[config.mk]
export PLATFORM = sky130hd
export DESIGN_NAME = arb_req_queue
export DESIGN_NICKNAME = d
export VERILOG_FILES = /design/src/rtl/arb_req_queue.sv
export SDC_FILE = /design/constraint.sdc
export NUM_CORES = 1
export LEC_CHECK = 0
export BUFFER_PORTS_ARGS = -buffer_cell sky130_fd_sc_hd__buf_4
export CAP_MARGIN = 5
export CORE_AREA = 10 10 194 242
export DETAILED_ROUTE_END_ITERATION = 6
export DIE_AREA = 0 0 204 252
export GPL_TIMING_DRIVEN = 0
export PLACE_DENSITY = 0.75
export SLEW_MARGIN = 0
export SYNTH_ARGS = -nofsm -noshare
export SYNTH_HDL_FRONTEND = slang
export SYNTH_SLANG_ARGS = --single-unit
[constraint.sdc]
create_clock -name CLK -period 1.8 [get_ports CLK]
set_input_delay 0.36 -clock CLK [delete_from_list [all_inputs] [get_ports CLK]]
set_output_delay 0.36 -clock CLK [all_outputs]
set_load 0.02 [all_outputs]
[src/rtl/arb_req_queue.sv]
// ---------------------------------------------------------------------------
// arb_req_queue
//
// Per-requester request queues that sit in front of a round-robin arbiter
// (arbiter_rr). Each requester owns an independent circular FIFO. The
// non-empty vector goes to the arbiter as its request vector. The arbiter's
// grant (ack_*) pops the head of the granted FIFO onto a registered dequeue
// port one cycle later.
//
// Parameters
//   REQUESTER_COUNT      number of requesters (power of 2, >= 2)
//   LOG_REQUESTER_COUNT  requester index width
//   DATA_WIDTH           payload bits per request
//   FIFO_DEPTH           entries per requester FIFO (power of 2, >= 2)
//
// Ports
//   CLK                  clock, all state updates on the rising edge
//   RST                  asynchronous active-high reset
//   enq_valid_by_req     per-requester enqueue request
//   enq_data_by_req      payloads, requester i at [i*DATA_WIDTH +: DATA_WIDTH]
//   enq_ready_by_req     per-requester space available (registered state only)
//   req_vec              per-requester non-empty flag, to arbiter_rr req_vec
//   ack_valid            grant valid from arbiter_rr
//   ack_one_hot          grant one-hot from arbiter_rr
//   ack_index            granted requester index from arbiter_rr
//   deq_valid            granted payload valid (1-cycle after the grant)
//   deq_data             granted payload, held while deq_valid is 0
//   deq_index            requester that deq_data came from
//   ack_err              sticky grant-protocol error
//
// Configuration
//   ARB_REQ_QUEUE_ACK_CHECK_EN  when defined, ack_err flags grants to an
//                               empty FIFO or a one-hot that disagrees with
//                               ack_index. It stays set until reset. When
//                               undefined, ack_err is tied to 0.
// ---------------------------------------------------------------------------
module arb_req_queue #(
  parameter int REQUESTER_COUNT     = 4,
  parameter int LOG_REQUESTER_COUNT = $clog2(REQUESTER_COUNT),
  parameter int DATA_WIDTH          = 32,
  parameter int FIFO_DEPTH          = 4
) (
  input  logic                                  CLK,
  input  logic                                  RST,
  input  logic [REQUESTER_COUNT-1:0]            enq_valid_by_req,
  input  logic [REQUESTER_COUNT*DATA_WIDTH-1:0] enq_data_by_req,
  output logic [REQUESTER_COUNT-1:0]            enq_ready_by_req,
  output logic [REQUESTER_COUNT-1:0]            req_vec,
  input  logic                                  ack_valid,
  input  logic [REQUESTER_COUNT-1:0]            ack_one_hot,
  input  logic [LOG_REQUESTER_COUNT-1:0]        ack_index,
  output logic                                  deq_valid,
  output logic [DATA_WIDTH-1:0]                 deq_data,
  output logic [LOG_REQUESTER_COUNT-1:0]        deq_index,
  output logic                                  ack_err
);

  localparam int PTR_W = $clog2(FIFO_DEPTH);
  localparam int CNT_W = PTR_W + 1;
  localparam logic [CNT_W-1:0] FULL_CNT = CNT_W'(FIFO_DEPTH);

  // Payload storage and per-FIFO bookkeeping.
  logic [DATA_WIDTH-1:0] mem   [REQUESTER_COUNT][FIFO_DEPTH];
  logic [PTR_W-1:0]      head  [REQUESTER_COUNT];
  logic [PTR_W-1:0]      tail  [REQUESTER_COUNT];
  logic [CNT_W-1:0]      count [REQUESTER_COUNT];

  logic [REQUESTER_COUNT-1:0] enq_fire;
  logic [REQUESTER_COUNT-1:0] deq_sel;
  logic                       deq_fire;

  // Ready and non-empty come from the counters alone. Inputs have no
  // combinational path to them, so the arbiter loop stays free of
  // combinational cycles. A new entry also shows on req_vec only after the
  // edge that wrote it.
  always_comb begin
    for (int i = 0; i < REQUESTER_COUNT; i++) begin
      enq_ready_by_req[i] = (count[i] < FULL_CNT);
      req_vec[i]          = (count[i] != '0);
    end
  end

  // A full FIFO refuses the enqueue even when it is being drained in the
  // same cycle, because ready does not look at the grant.
  assign enq_fire = enq_valid_by_req & enq_ready_by_req;

  // A grant to an empty FIFO is ignored.
  assign deq_fire = ack_valid & req_vec[ack_index];

  // NOTE: every signal written in always_comb gets a default value first.
  // Otherwise a path that skips the assignment infers a latch.
  always_comb begin
    deq_sel = '0;
    if (deq_fire) deq_sel[ack_index] = 1'b1;
  end

  // NOTE: sequential state uses non-blocking assignments only. Every
  // register then samples pre-edge values, whatever the statement order.
  always_ff @(posedge CLK or posedge RST) begin
    if (RST) begin
      for (int i = 0; i < REQUESTER_COUNT; i++) begin
        head[i]  <= '0;
        tail[i]  <= '0;
        count[i] <= '0;
      end
    end else begin
      for (int i = 0; i < REQUESTER_COUNT; i++) begin
        if (enq_fire[i]) tail[i] <= tail[i] + 1'b1;  // wraps: depth is 2^n
        if (deq_sel[i])  head[i] <= head[i] + 1'b1;
        case ({enq_fire[i], deq_sel[i]})
          2'b10:   count[i] <= count[i] + 1'b1;
          2'b01:   count[i] <= count[i] - 1'b1;
          default: ;  // idle, or push and pop together: count unchanged
        endcase
      end
    end
  end

  // NOTE: payload storage has no reset. Clearing the counters and pointers
  // already makes the old contents unreachable, and a resettable RAM would
  // not map onto memory macros.
  always_ff @(posedge CLK) begin
    for (int i = 0; i < REQUESTER_COUNT; i++) begin
      if (enq_fire[i]) mem[i][tail[i]] <= enq_data_by_req[i*DATA_WIDTH +: DATA_WIDTH];
    end
  end

  // Registered dequeue port. Data and index hold their last values when
  // there is no dequeue.
  always_ff @(posedge CLK or posedge RST) begin
    if (RST) begin
      deq_valid <= 1'b0;
      deq_data  <= '0;
      deq_index <= '0;
    end else begin
      deq_valid <= deq_fire;
      if (deq_fire) begin
        deq_data  <= mem[ack_index][head[ack_index]];
        deq_index <= ack_index;
      end
    end
  end

`ifdef ARB_REQ_QUEUE_ACK_CHECK_EN
  // One-hot that a well-formed grant for ack_index must carry.
  logic [REQUESTER_COUNT-1:0] exp_one_hot;

  always_comb begin
    exp_one_hot            = '0;
    exp_one_hot[ack_index] = 1'b1;
  end

  always_ff @(posedge CLK or posedge RST) begin
    if (RST) begin
      ack_err <= 1'b0;
    end else if (ack_valid && (!req_vec[ack_index] || (ack_one_hot != exp_one_hot))) begin
      ack_err <= 1'b1;
    end
  end
`else
  assign ack_err = 1'b0;

  // Without the checker the grant one-hot has no consumer. The sink below
  // keeps the port explicit and synthesizes to nothing.
  logic unused_ack_one_hot;
  assign unused_ack_one_hot = ^ack_one_hot;
`endif

endmodule

==> results_dict.tcl, run 1 <==
set metrics [dict create \
    grt_pass1_vias 13500 \
    track_usage_pct 24.6 \
    violations "negative setup slack" \
    leakage_nw 10.4 \
    skew_ns 0.0252 \
    setup-tns-final_ns -11.57 \
    post-place-ws_ns -0.807 \
    max_freq_mhz 465 \
    rows 84 \
    htree_levels 2 \
    synth.top_cell.area_share_pct 68.3 \
    clk_latency_ns 0.60 \
    path_clk_slew_ns 0.06 \
    root_buffer "clkbuf_16" \
    drive_above_1_share_pct 38.5 \
    end_kind "flip-flop" \
    fp.coreArea_um2 41900 \
    avgSynthCellArea_um2 22.0 \
    post_drt_wl_per_cell_um 31.0 \
    finalNetCount 1605 \
    gp_congestion 0.755 \
    worstSetupStartpointType "flip-flop" \
    cts_buffers 53 \
    synth_area_leaders "edfxtp_1 68%, mux4_2 13%, dfrtp_1 7.0%" \
    worstMarginPinSlew_ns 1.02 \
    slew_viol_final 0 \
    p_per_area_nw_per_um2 1410 \
    drt-vias-per-instance 6.00 \
    cap_viol_max_count 0 \
    setup_viol 75 \
    yosys_warnings 0 \
    period_needed_ns 2.15 \
    synth_xor_area_share_pct 0.933 \
    synth_flop_cell "edfxtp_1" \
    start_util_pct 53.7 \
    synth-compound-area-share_pct 0.411 \
    io_buffers 178 \
    clk_path_buf_depth 3 \
    synth.distinct_cells 33 \
    yosys.area.top_type "edfxtp_1" \
    yosys_register_bits 575 \
    dieArea_um2 51400 \
    critPathKind "reg2reg" \
    cts.sinks 575 \
    hpwl_mm 34.3 \
    grt_setup_unrepaired "true" \
    run_status "complete, but fails checks" \
    yosys.area_share.simple_pct 1.28 \
    ir_drop_mv 0.924 \
    period_share_pct 120 \
    ant_nets 0 \
    finalHoldViolations 0 \
    wl_mm 63.4 \
    die_y_um 252 \
    synth_top_family_by_area "multiplexers" \
    hp-class "in2reg" \
    drt_iter0_drc 1364 \
    syn_inst 1026 \
    dr_total_vias 12300 \
    io_pins 185 \
    async_flop_share_pct 11.0 \
    cp_max_fo 10 \
    overflow 0 \
    seq_area_frac_synth_pct 75.3 \
    max-slew-margin-rel_pct 31.9 \
    crit_arrival_ns 2.62 \
    cts_tree "built" \
    critical_path_required_ns 2.26 \
    synth_edf_count 512 \
    synth_fa_ha_area_share_pct 1.47 \
    synthesis.area_um2 22500 \
    grt_pass1_wl_mm 90.5 \
    drc 0 \
    grt_start_max_net_pins 33 \
    antenna_found_initial 2 \
    synth_fp_nets 1191 \
    synth.area.mux_share_pct 19.0 \
    syn_to_final_growth_pct 27.6 \
    setup_slack_ns -0.351 \
    dr.pass1.iters 6 \
    dieWidth_um 204 \
]
-- metrics by stage --
stage	hold WS [ns]	power (mW)	utilization (%)	area, um2	instances
finish	0.0162	40.6	68.5	28700	2046
global route	0.00506	41.9	68.5	28700	2046
CTS	0.00582	40.2	68.1	28500	2032
detailed placement	0.400	26.8	59.1	24800	1765
global placement	0.457	26.5	59.0	24700	1763
floorplan	0.440	23.2	-	22700	1026
-- placed cells by master (no fill, tap or decap), types with 6 or more instances in the layout --
cell type | netlist | layout
dfrtp_1 | 63 | 58
clkbuf_1 | 5 | 13
mux4_2 | 130 | 131
xnor2_1 | 16 | 16
clkbuf_8 | 0 | 8
nor2_1 | 6 | 6
buf_2 | 30 | 9
mux2_4 | 0 | 22
buf_4 | 3 | 213
mux2_2 | 32 | 10
clkinv_2 | 0 | 7
buf_6 | 3 | 12
bufinv_16 | 0 | 6
inv_1 | 32 | 22
clkinv_1 | 0 | 8
ha_1 | 20 | 16
inv_2 | 0 | 9
xor2_1 | 8 | 8
buf_8 | 0 | 7
nand2_1 | 12 | 12
dlygate4sd3_1 | 0 | 128
edfxtp_1 | 512 | 512
buf_12 | 0 | 11
mux2i_1 | 98 | 94
clkbuf_16 | 0 | 56
and2_4 | 0 | 28
buf_1 | 8 | 6
-- where the power goes --
part,switching [mW],total (mW),internal [mW]
clock,4.85,11.6,6.75
sequential,0.958,18.0,17.0
combinational,6.02,11.1,5.05
total,11.8,40.6,28.8
-- state kept, by name, summed over array words and instances, names as in the netlist --
signal	cells
mem	512
deq_data	32
count	12
head	8
tail	8
deq_index	2
deq_valid	1
-- cells in the mapped netlist, types with 2 or more instances --
master / n
xnor2_1: 16
mux2_2: 32
buf_1: 8
dfrtp_1: 63
nor3_1: 2
inv_1: 32
nand2_1: 12
buf_4: 3
buf_2: 30
o21ai_0: 7
edfxtp_1: 512
ha_1: 20
clkbuf_1: 5
nor2b_1: 4
mux4_2: 130
nor2_1: 6
nor3b_1: 4
and2_1: 16
xor2_1: 8
fa_1: 4
mux2i_1: 98
buf_6: 3
-- area by class of cell --
class                   count  area (um2)
multi-input cells         385        5620
diodes                      2        5.00
plain buffers              48         473
inverters                  32         124
flip-flops and latches    575       17000
repair buffers            345        3060
clock buffers              74        1520
fillers                  2584       13200
clock inverters            26         288
well taps                 559         699
-- routing by layer --
metal	global-route usage (%)	vias up	share of wire, %
li1	-	5015	-
met1	28.9	6320	34
met2	43.0	772	52
met3	5.55	160	10
met4	9.79	0	4.0
met5	0	-	0
-- final timing paths --
path / start / endpoint / slack (ns) / depth (start not counted)
max in group asynchronous: RST / deq_data[11] / 0.93 / 4
hold reg to reg: head[4] / head[4] / 0.49 / 1
setup / recovery: count[5] / deq_data[30] / -0.35 / 6
hold / removal: enq_data_by_req[12] / mem[0][12] / 0.02 / 1
min in group asynchronous: RST / count[4] / 0.34 / 3
setup reg to reg: count[5] / deq_data[30] / -0.35 / 6
-- cells by family (layout without fill, tap and decap cells) --
| group | after synthesis | count (layout) |
|---|---|---|
| AO/OA/AOI/OAI | 12 | 12 |
| other | 1 | 3 |
| multiplexers | 260 | 261 |
| flip-flops | 575 | 575 |
| AND/OR/NAND/NOR | 49 | 63 |
| buffers and inverters | 81 | 525 |
| XOR/XNOR | 24 | 24 |
| adder cells (fa/ha/maj) | 24 | 24 |
-- critical path, cell delays in order, from the launching register on --
cell and delay, ns:
dfrtp_2 0.44, nor4b_4 0.38, o22ai_2 0.16, a221oi_4 0.35, buf_12 0.19, buf_12 0.17
mux2_2 0.34
-- repair_timing --
action | 4_1_cts | 5_1_grt
hold endpoints to repair | 515 | 0
resized for setup | 98 | 30
gates cloned | 14 | 4
hold buffers | 128 | 0
buffers inserted | 26 | 8
pin swaps | 22 | 8
endpoints found under the setup margin | 558 | 167
No activity file was read; power rests on OpenSTA's default activity.
==> inputs of run 2 (changes only) <==
==> constraint.sdc (replaced) <==
create_clock -name CLK -period 1.7 [get_ports CLK]
set_input_delay 0.34 -clock CLK [delete_from_list [all_inputs] [get_ports CLK]]
set_output_delay 0.34 -clock CLK [all_outputs]
set_load 0.02 [all_outputs]
==> run 2 against run 1 <==
The run still ends with negative setup slack left; sequential share of layout area decreased by 1.2 points; cell area is 2.2% higher; total power rose by 6.7%; critical endpoint is now deq_data[20]; largest cell class unchanged.
==> results_dict.tcl, run 2 (synthesis gave the netlist of run 1 again) <==
set metrics [dict create \
    run_status "complete, but fails checks" \
    violations "negative setup slack" \
    cts.sinks 575 \
    root_buffer "clkbuf_16" \
    grt_start_max_net_pins 28 \
    pwr-share-seq_pct 43.9 \
    overflow 0 \
    critPathKind "reg2reg" \
    wl_mm 66.4 \
    die_y_um 252 \
    start_util_pct 53.7 \
    crit_arrival_ns 2.59 \
    finalNetCount 1656 \
    io_pins 185 \
    htree_levels 2 \
    drive_above_1_share_pct 40.3 \
    dieArea_um2 51400 \
    setup_viol 46 \
    largest_reg_flops 512 \
    dpl.cell_count 1765 \
    p_per_area_nw_per_um2 1480 \
    p_comb_share_pct 28.4 \
    clk_path_buf_depth 3 \
    period_share_pct 125 \
    grt_pass1_vias 13600 \
    hpwl_mm 34.9 \
    p_int_mw 30.6 \
    cts_tree "built" \
    critical_path_required_ns 2.17 \
    drt_iter0_drc 1450 \
    clk_latency_ns 0.61 \
    slew_viol_final 0 \
    gp_congestion 0.775 \
    end_kind "flip-flop" \
    post_drt_wl_per_cell_um 31.7 \
    antenna_found_initial 1 \
    skew_ns 0.0390 \
    ir_drop_mv 0.967 \
    final_cell_mix "512 x edfxtp_1, 221 x buf_4, 130 x mux4_2" \
    max_freq_mhz 472 \
    worstSetupStartpointType "flip-flop" \
    cts_buffers 52 \
    post-place-ws_ns -0.931 \
    finalHoldViolations 0 \
    fp.coreArea_um2 41900 \
    dr.pass1.iters 5 \
    period_needed_ns 2.12 \
    grt_pass1_wl_mm 93.9 \
    p_switching_mw 12.8 \
    leakage_nw 10.7 \
    worstMarginPinSlew_ns 1.04 \
    switching_share_pct 29.5 \
    cap_viol_max_count 0 \
    drc 0 \
    stdcell_count 2094 \
    pwr-share-clk_pct 27.7 \
    track_usage_pct 25.6 \
    cp_max_fo 10 \
    setup_slack_ns -0.420 \
    final_common_cell "edfxtp_1" \
    drt-vias-per-instance 6.04 \
    io_buffers 178 \
    grt_setup_unrepaired "true" \
    dr_total_vias 12600 \
    dieWidth_um 204 \
    path_clk_slew_ns 0.06 \
    syn_to_final_growth_pct 30.4 \
    rows 84 \
    hp-class "in2reg" \
    post-route-util_pct 70.0 \
    max-slew-margin-rel_pct 30.7 \
    ant_nets 0 \
]
## run 2: timing repair
action                                 in CTS  in global routing
gates cloned                               17                  0
hold buffers                              129                  0
pin swaps                                  43                 15
resized for setup                         110                 12
setup endpoints to repair                 558                115
endpoints found under the hold margin     528                  0
buffers inserted                           53                 32
## run 2: power groups by stage
stage                     registers (mW)  clock network, mW  logic [mW]
after global routing                19.2               12.6        12.9
final                               19.0               12.0        12.3
after detailed placement            19.3                  0        9.18
after global placement              19.1                  0        8.97
after floorplan                     19.4                  0        5.19
after CTS                           19.0               12.1        11.6
## run 2: worst paths after layout
check | start | end | slack, ns | depth (start not counted)
setup / recovery | count[4] | deq_data[20] | -0.42 | 6
hold / removal | ack_valid | deq_index[0] | 0.18 | 4
setup reg to reg | count[4] | deq_data[20] | -0.42 | 6
hold reg to reg | head[6] | head[6] | 0.50 | 1
max in group asynchronous | RST | deq_data[13] | 0.55 | 5
min in group asynchronous | RST | deq_data[30] | 0.38 | 3
## run 2: metal layers
metal / wire [um] / share of wire (%) / up-vias / track usage [%]
met5: 0 / 0 / - / 0
met4: 2720 / 4.1 / 0 / 11.1
met3: 5940 / 8.9 / 138 / 5.09
met2: 35000 / 53 / 809 / 44.6
met1: 22800 / 34 / 6596 / 30.5
li1: - / - / 5098 / -
## run 2: final cells by class
class	instances	area, um2
repair buffers	395	3830
flip-flops and latches	575	17000
fillers	2488	12600
multi-input cells	386	5590
well taps	559	699
clock inverters	20	255
inverters	32	126
plain buffers	49	423
clock buffers	77	1490
diodes	1	2.50
## run 2: critical path, cell delays in order, from the launching register on
cell      delay, ns
dfrtp_1        0.41
nor4b_4        0.36
o22ai_2        0.18
a221oi_4       0.34
buf_12         0.21
buf_12         0.16
mux2_2         0.34
## run 2: stage by stage
stage          cell area (um2)  TNS [ns]  power (mW)  hold WS [ns]
4_1_cts                  28900    -12.88        42.7         0.146
3_3_place_gp             24700   -324.97        28.1         0.456
3_5_place_dp             24800   -334.09        28.4         0.427
5_1_grt                  29400    -17.65        44.7         0.190
2_1_floorplan            22700    -12.10        24.6         0.439
6_report                 29400    -14.64        43.4         0.179
